File: src/rtl/cpu_ctrl_fsm.sv
// Multi-cycle CPU control sequencer: IDLE -> FETCH -> DECODE -> EXEC -> (MEM) -> (WB) -> FETCH.
// Optional feature macro ILLEGAL_OP_TRAP_EN: undefined opcodes enter a sticky TRAP state instead of executing as a NOP.
module cpu_ctrl_fsm (
    input  logic        clk,
    input  logic        reset,
    input  logic [31:0] instWord,
    input  logic        aluCond,
    input  logic        memReady,
    output logic        irWrtEn,
    output logic        pcWrtEn,
    output logic [1:0]  pcSel,
    output logic        regSel,
    output logic        argSel,
    output logic        WR_EN,
    output logic [1:0]  regInSel,
    output logic        memRdEn,
    output logic        memWrEn,
    output logic [3:0]  aluFunc,
    output logic        trap
);

    localparam logic [3:0] OP_ALUR  = 4'd0;
    localparam logic [3:0] OP_ALUI  = 4'd1;
    localparam logic [3:0] OP_CMPR  = 4'd2;
    localparam logic [3:0] OP_CMPI  = 4'd3;
    localparam logic [3:0] OP_LW    = 4'd4;
    localparam logic [3:0] OP_SW    = 4'd5;
    localparam logic [3:0] OP_BCOND = 4'd6;
    localparam logic [3:0] OP_JAL   = 4'd7;

    typedef enum logic [2:0] {
        S_IDLE, S_FETCH, S_DECODE, S_EXEC, S_MEM, S_WB, S_TRAP
    } state_t;

    state_t     state_q, state_d;
    logic [3:0] op1_q, op1_d;
    logic [3:0] op2_q, op2_d;

    logic is_alu, is_lw, is_sw, is_bcond, is_jal, op_defined, op_active;
    logic unused_inst;

    // Only the two opcode nibbles are consumed; the rest belongs to the datapath.
    assign unused_inst = ^instWord[31:8];

    assign is_alu     = (op1_q == OP_ALUR) || (op1_q == OP_ALUI) ||
                        (op1_q == OP_CMPR) || (op1_q == OP_CMPI);
    assign is_lw      = (op1_q == OP_LW);
    assign is_sw      = (op1_q == OP_SW);
    assign is_bcond   = (op1_q == OP_BCOND);
    assign is_jal     = (op1_q == OP_JAL);
    assign op_defined = is_alu || is_lw || is_sw || is_bcond || is_jal;
    assign op_active  = (state_q == S_EXEC) || (state_q == S_MEM) || (state_q == S_WB);

    always_comb begin
        state_d = state_q;
        op1_d   = op1_q;
        op2_d   = op2_q;
        case (state_q)
            S_IDLE:   state_d = S_FETCH;
            S_FETCH:  state_d = S_DECODE;
            S_DECODE: begin
                op1_d   = instWord[3:0];
                op2_d   = instWord[7:4];
                state_d = S_EXEC;
            end
            S_EXEC: begin
                if (!op_defined) begin
`ifdef ILLEGAL_OP_TRAP_EN
                    state_d = S_TRAP;
`else
                    state_d = S_FETCH;
`endif
                end else if (is_lw || is_sw) begin
                    state_d = S_MEM;
                end else if (is_bcond) begin
                    state_d = S_FETCH;
                end else begin
                    state_d = S_WB;
                end
            end
            // Wait here as long as memory needs; memReady matters nowhere else.
            S_MEM: begin
                if (memReady) begin
                    state_d = is_lw ? S_WB : S_FETCH;
                end
            end
            S_WB:     state_d = S_FETCH;
            S_TRAP:   state_d = S_TRAP;
            default:  state_d = S_IDLE;
        endcase
    end

    always_ff @(posedge clk or negedge reset) begin
        if (!reset) begin
            state_q <= S_IDLE;
            op1_q   <= 4'd0;
            op2_q   <= 4'd0;
        end else begin
            state_q <= state_d;
            op1_q   <= op1_d;
            op2_q   <= op2_d;
        end
    end

    // Outputs decode from the state register, so reset clears them without a clock edge.
    always_comb begin
        irWrtEn  = 1'b0;
        pcWrtEn  = 1'b0;
        pcSel    = 2'd0;
        regSel   = 1'b0;
        argSel   = 1'b0;
        WR_EN    = 1'b0;
        regInSel = 2'd0;
        memRdEn  = 1'b0;
        memWrEn  = 1'b0;
        aluFunc  = 4'b0000;
        if (op_active) begin
            argSel  = (op1_q == OP_ALUI) || (op1_q == OP_CMPI) || is_lw || is_sw || is_jal;
            regSel  = is_sw || is_bcond;
            aluFunc = (is_alu || is_bcond) ? op2_q : 4'b0000;
        end
        case (state_q)
            S_FETCH: irWrtEn = 1'b1;
            S_EXEC: begin
                if (is_bcond) begin
                    pcWrtEn = 1'b1;
                    pcSel   = aluCond ? 2'd1 : 2'd0;
                end
`ifndef ILLEGAL_OP_TRAP_EN
                else if (!op_defined) begin
                    pcWrtEn = 1'b1;
                end
`endif
            end
            S_MEM: begin
                memRdEn = is_lw;
                memWrEn = is_sw;
                pcWrtEn = is_sw && memReady;
            end
            S_WB: begin
                WR_EN    = 1'b1;
                pcWrtEn  = 1'b1;
                pcSel    = is_jal ? 2'd2 : 2'd0;
                regInSel = is_lw ? 2'd1 : (is_jal ? 2'd2 : 2'd0);
            end
            default: ;
        endcase
    end

`ifdef ILLEGAL_OP_TRAP_EN
    assign trap = (state_q == S_TRAP);
`else
    assign trap = 1'b0;
`endif

endmodule
File: config.mk
export PLATFORM = sky130hd
export DESIGN_NAME = cpu_ctrl_fsm
export DESIGN_NICKNAME = d
export VERILOG_FILES = /design/src/rtl/cpu_ctrl_fsm.sv
export SDC_FILE = /design/constraint.sdc
export NUM_CORES = 1
export LEC_CHECK = 0
export CAP_MARGIN = 20
export CORE_AREA = 2 2 52 54
export CTS_CLUSTER_DIAMETER = 30
export DETAILED_ROUTE_END_ITERATION = 10
export DIE_AREA = 0 0 54 56
export HOLD_SLACK_MARGIN = 0.12
export PLACE_DENSITY = 0.67
export SYNTH_ARGS = -nofsm -noshare
export SYNTH_HDL_FRONTEND = slang
export SYNTH_SLANG_ARGS = --single-unit
export TNS_END_PERCENT = 50
File: constraint.sdc
create_clock -name clk -period 2.1 [get_ports clk]
set_clock_uncertainty 0.15 [all_clocks]
set_input_delay 0.525 -clock clk [delete_from_list [all_inputs] [get_ports clk]]
set_output_delay 0.525 -clock clk [all_outputs]
set_load 0.03 [all_outputs]
**Yosys cells after proc, flatten, opt, wreduce, memory -nomap -nowiden**

Cells that the tools add are included.
Widths: inputs -> output; s select.

- Register bits: 11
- Output and inout bits: 16
- Logic and storage cells: 60

- Equality and inequality tests: 14
- Mux-type cells: 23
- Reductions and logical operators: 20

Operators with widths:

| cell | number |
|---|---|
| $pmux 3 s6 | 1 |
| $eq 4x3->1 const B | 4 |
| $logic_or 1x1->1 | 16 |
| $mux 3 | 5 |
| $mux 1 | 10 |
| $eq 3x3->1 const B | 3 |
| $eq 4x2->1 const B | 2 |
| $mux 4 | 2 |
| $eq 3x2->1 const B | 2 |
| $mux 2 | 3 |
| $eq 4x1->1 const B | 1 |
| $logic_not 4->1 | 1 |
| $pmux 2 s2 | 1 |
| $eq 3x1->1 const B | 1 |
| $logic_not 3->1 | 1 |
| $pmux 1 s3 | 1 |
| $ne 2x2->1 const B | 1 |
| $reduce_or 2->1 | 1 |
| $logic_and 1x1->1 | 1 |

**Longest topological paths before layout**

- Depth after elaboration: 11
- Depth in mapped cells: 4

**Worst setup path before layout**

OpenSTA, ideal clock, no wires.

- Kind: reg-to-output
- Start: register op1_q[1]
- End: output memRdEn
- Data arrival time: 1.665 ns
- Data required time: 1.425 ns
- Path slack: -0.240 ns
- Stages on the path, launching flop included: 4
- Buffers on the path: 1
- Cells stage by stage: dfrtp_1 buf_6 or4b_4 nor3_1

- Word-level cells in the longest chain between the ends: 2

Ends and longest elaborated chain:

| element | RTL line | RTL |
|---|---|---|
| from (decl) | 36 | `logic [3:0] op1_q, op1_d;` |
| from (signal assigned) | 100 | `op1_q <= op1_d;` |
| $eq 4x3->1 | 47 | `assign is_lw = (op1_q == OP_LW);` |
| $mux 1 | 122 | `case (state_q)` |
| to (decl) | 16 | `output logic memRdEn,` |

No other way between the ends.

**Final worst setup path**

Same ends and word-level chain as after synthesis.

==> flow_summary.json <==
{
  "die_area_um2": 3020,
  "avgViaCountPerCell": 4.68,
  "clock_latency_ps": 270,
  "violations": "negative setup slack",
  "gp_congestion": 0.790,
  "gr-usage-met3": 0.0296,
  "start_kind": "register",
  "peakVddDrop_v": 0.000880,
  "crit_path_cell_trace": "or4b_4 > nor3_4 > buf_6",
  "cp_data_required_time_ps": 1420,
  "vias": 651,
  "nNetsFinal": 146,
  "status": "finished, violations left",
  "antenna_found_initial": 0,
  "grt_use_met1": 0.142,
  "period_share": 1.07,
  "die_y_um": 56,
  "drtIter0Drc": 1,
  "crit_slowest_cell": "or4b_4",
  "synth_fa_ha_area_frac": 0,
  "boundaryPins": 52,
  "ys_dominant_reg_cell": "dfrtp_1",
  "synth_top_family_by_area": "simple AND/OR/NAND/NOR gates",
  "cts_buffers": 3,
  "overflow": 0,
  "use_met2": 0.223,
  "synth-seq-cells": 11,
  "drc": 0,
  "hold_violations": 0,
  "core-area_um2": 2430,
  "rows": 18,
  "setup-violations-final": 11,
  "final_cell_mix": "buf_4 (24), clkdlybuf4s50_1 (11), mux2_2 (8)",
  "hpwl_mm": 1.24,
  "yosys_warnings": 0,
  "cts_root_buf": "clkbuf_4",
  "post-route-min-period_ps": 2240,
  "slew_violations": 0,
  "synth_cell_types": 31,
  "crit_buf_inv": 1,
  "post-place-ws_ps": -139,
  "grt_first_pass_wirelength_mm": 2.93,
  "setup_slack_ps": -144,
  "holdWs_ps": 349,
  "detail_route.wl_per_cell_um": 12.2,
  "hold_class": "reg -> reg",
  "synth-xor-area-share": 0.0130,
  "cts_tree": "built",
  "crit_type": "reg -> out",
  "async_flop_share": 1.00,
  "critical-path-max-stage-delay_ps": 570,
  "cp_max_fo": 6,
  "io_buffers": 26,
  "endpoint_kind": "output port",
  "grt_pass1_vias": 704,
  "groute.usage.overall": 0.129,
  "rsz0062_at_grt": "yes",
  "clk_pin_slew_worst_paths_ps": 70,
  "pwr_density_cell_nw_per_um2": 1400,
  "synthesis.area_um2": 676,
  "busiest_layer": "met2",
  "fmax_mhz": 446,
  "cap_violations": 0,
  "htreeDepth": 1,
  "synth_compound_area_frac": 0.113,
  "grt_max_degree": 12,
  "clockBufferDepth": 2,
  "dr.pass1.iters": 2,
  "synth_area_per_cell_um2": 10.1,
  "synth-edff-count": 0,
  "syn_to_final_growth_pct": 75.4,
  "syn-num-nets": 103,
  "ctsHoldBuffers": 0,
  "layout-drive-gt1-share": 0.578,
  "final_common_cell": "buf_4",
  "seq_area_frac_synth": 0.407,
  "muxShareOfSynthArea": 0.133,
  "die_w_um": 54,
  "clkSinkCount": 11,
  "leakagePower_nw": 0.535,
  "totalWireLength_mm": 1.69,
  "critPathArrivalTime_ps": 1570,
  "initial_core_util": 0.278,
  "yosys.area_share.simple": 0.269,
  "antennaDiodeCount": 0,
  "crit_family": "simple AND/OR/NAND/NOR gates",
  "postSynthCellCount": 67,
  "detail-route-antenna-nets": 0
}
-- path summary, 6_finish.rpt --
check                           start       end  slack, ps  cells after the start
max in group asynchronous       reset  op1_q[1]       1030                      1
setup reg to reg           state_q[0]  op1_q[0]        400                      4
min in group asynchronous       reset  op2_q[1]        420                      1
hold reg to reg              op2_q[3]  op2_q[3]        350                      1
setup / recovery             op1_q[1]   memRdEn       -140                      3
hold / removal               op2_q[3]  op2_q[3]        350                      1
-- synth_stat cells (2+ instances only) --
cell type / n / area (um2)
dfrtp_1: 11 / 275
mux2_2: 8 / 90.1
nor3_1: 5 / 25.0
and2_1: 4 / 25.0
nand2b_1: 4 / 25.0
inv_1: 3 / 11.3
nand2_1: 3 / 11.3
nor2b_1: 3 / 18.8
nand3b_1: 2 / 15.0
nor2_1: 2 / 7.51
o21ai_0: 2 / 10.0
-- registers in the layout (all words and copies together), names as in the netlist --
name	count
op1_q	4
state_q	3
op2_q	4
-- final cells by class --
class,instances,area (um2)
Multi-Input combinational cell,49,459
Inverter,3,11.3
Clock buffer,3,22.5
Clock inverter,1,5.00
Fill cell,215,1250
Tap cell,30,37.5
Sequential cell,11,280
Timing Repair Buffer,42,369
-- per-layer routing --
| layer | wire length (um) | share of wire |
|---|---|---|
| met5 | 0 | 0 |
| met4 | 33 | 0.020 |
| met3 | 73 | 0.043 |
| met2 | 909 | 0.54 |
| met1 | 676 | 0.40 |
-- power by group --
group	leakage (nW)	switching (W)	internal, W
clock network	0.0177	0.0000740	0.0000708
logic	0.392	0.000527	0.000567
registers	0.125	0.0000979	0.000325
-- what timing repair did --
| item | CTS | global route |
|---|---|---|
| resized for setup | 19 | 8 |
| buffers inserted | 7 | 0 |
| setup endpoints to repair | 14 | 15 |
| cloned | 0 | 0 |
| pin swaps | 6 | 5 |
-- through the flow --
| step | cells | total power [W] | area (um2) | TNS [ps] | util |
|---|---|---|---|---|---|
| global route | 139 | 0.00178 | 1180 | -2160 | 0.487 |
| global placement | 128 | 0.00123 | 985 | -130 | 0.405 |
| CTS | 139 | 0.00162 | 1150 | -1290 | 0.472 |
| finish | 139 | 0.00166 | 1180 | -1030 | 0.487 |
| floorplan | 67 | 0.000977 | 686 | -663 | - |
| detailed placement | 128 | 0.00125 | 985 | -139 | 0.405 |
-- cell families (layout without fill, tap and decap cells) --
| group | count (synthesis) | count (layout) |
|---|---|---|
| and+or+nand+nor | 29 | 29 |
| DFF | 11 | 11 |
| AOI/OAI and AO/OA | 10 | 10 |
| muxes | 8 | 8 |
| buffers and inverters | 7 | 49 |
| other | 1 | 1 |
| xor gates and xnor gates | 1 | 1 |
(Power assumes the default switching activity.)
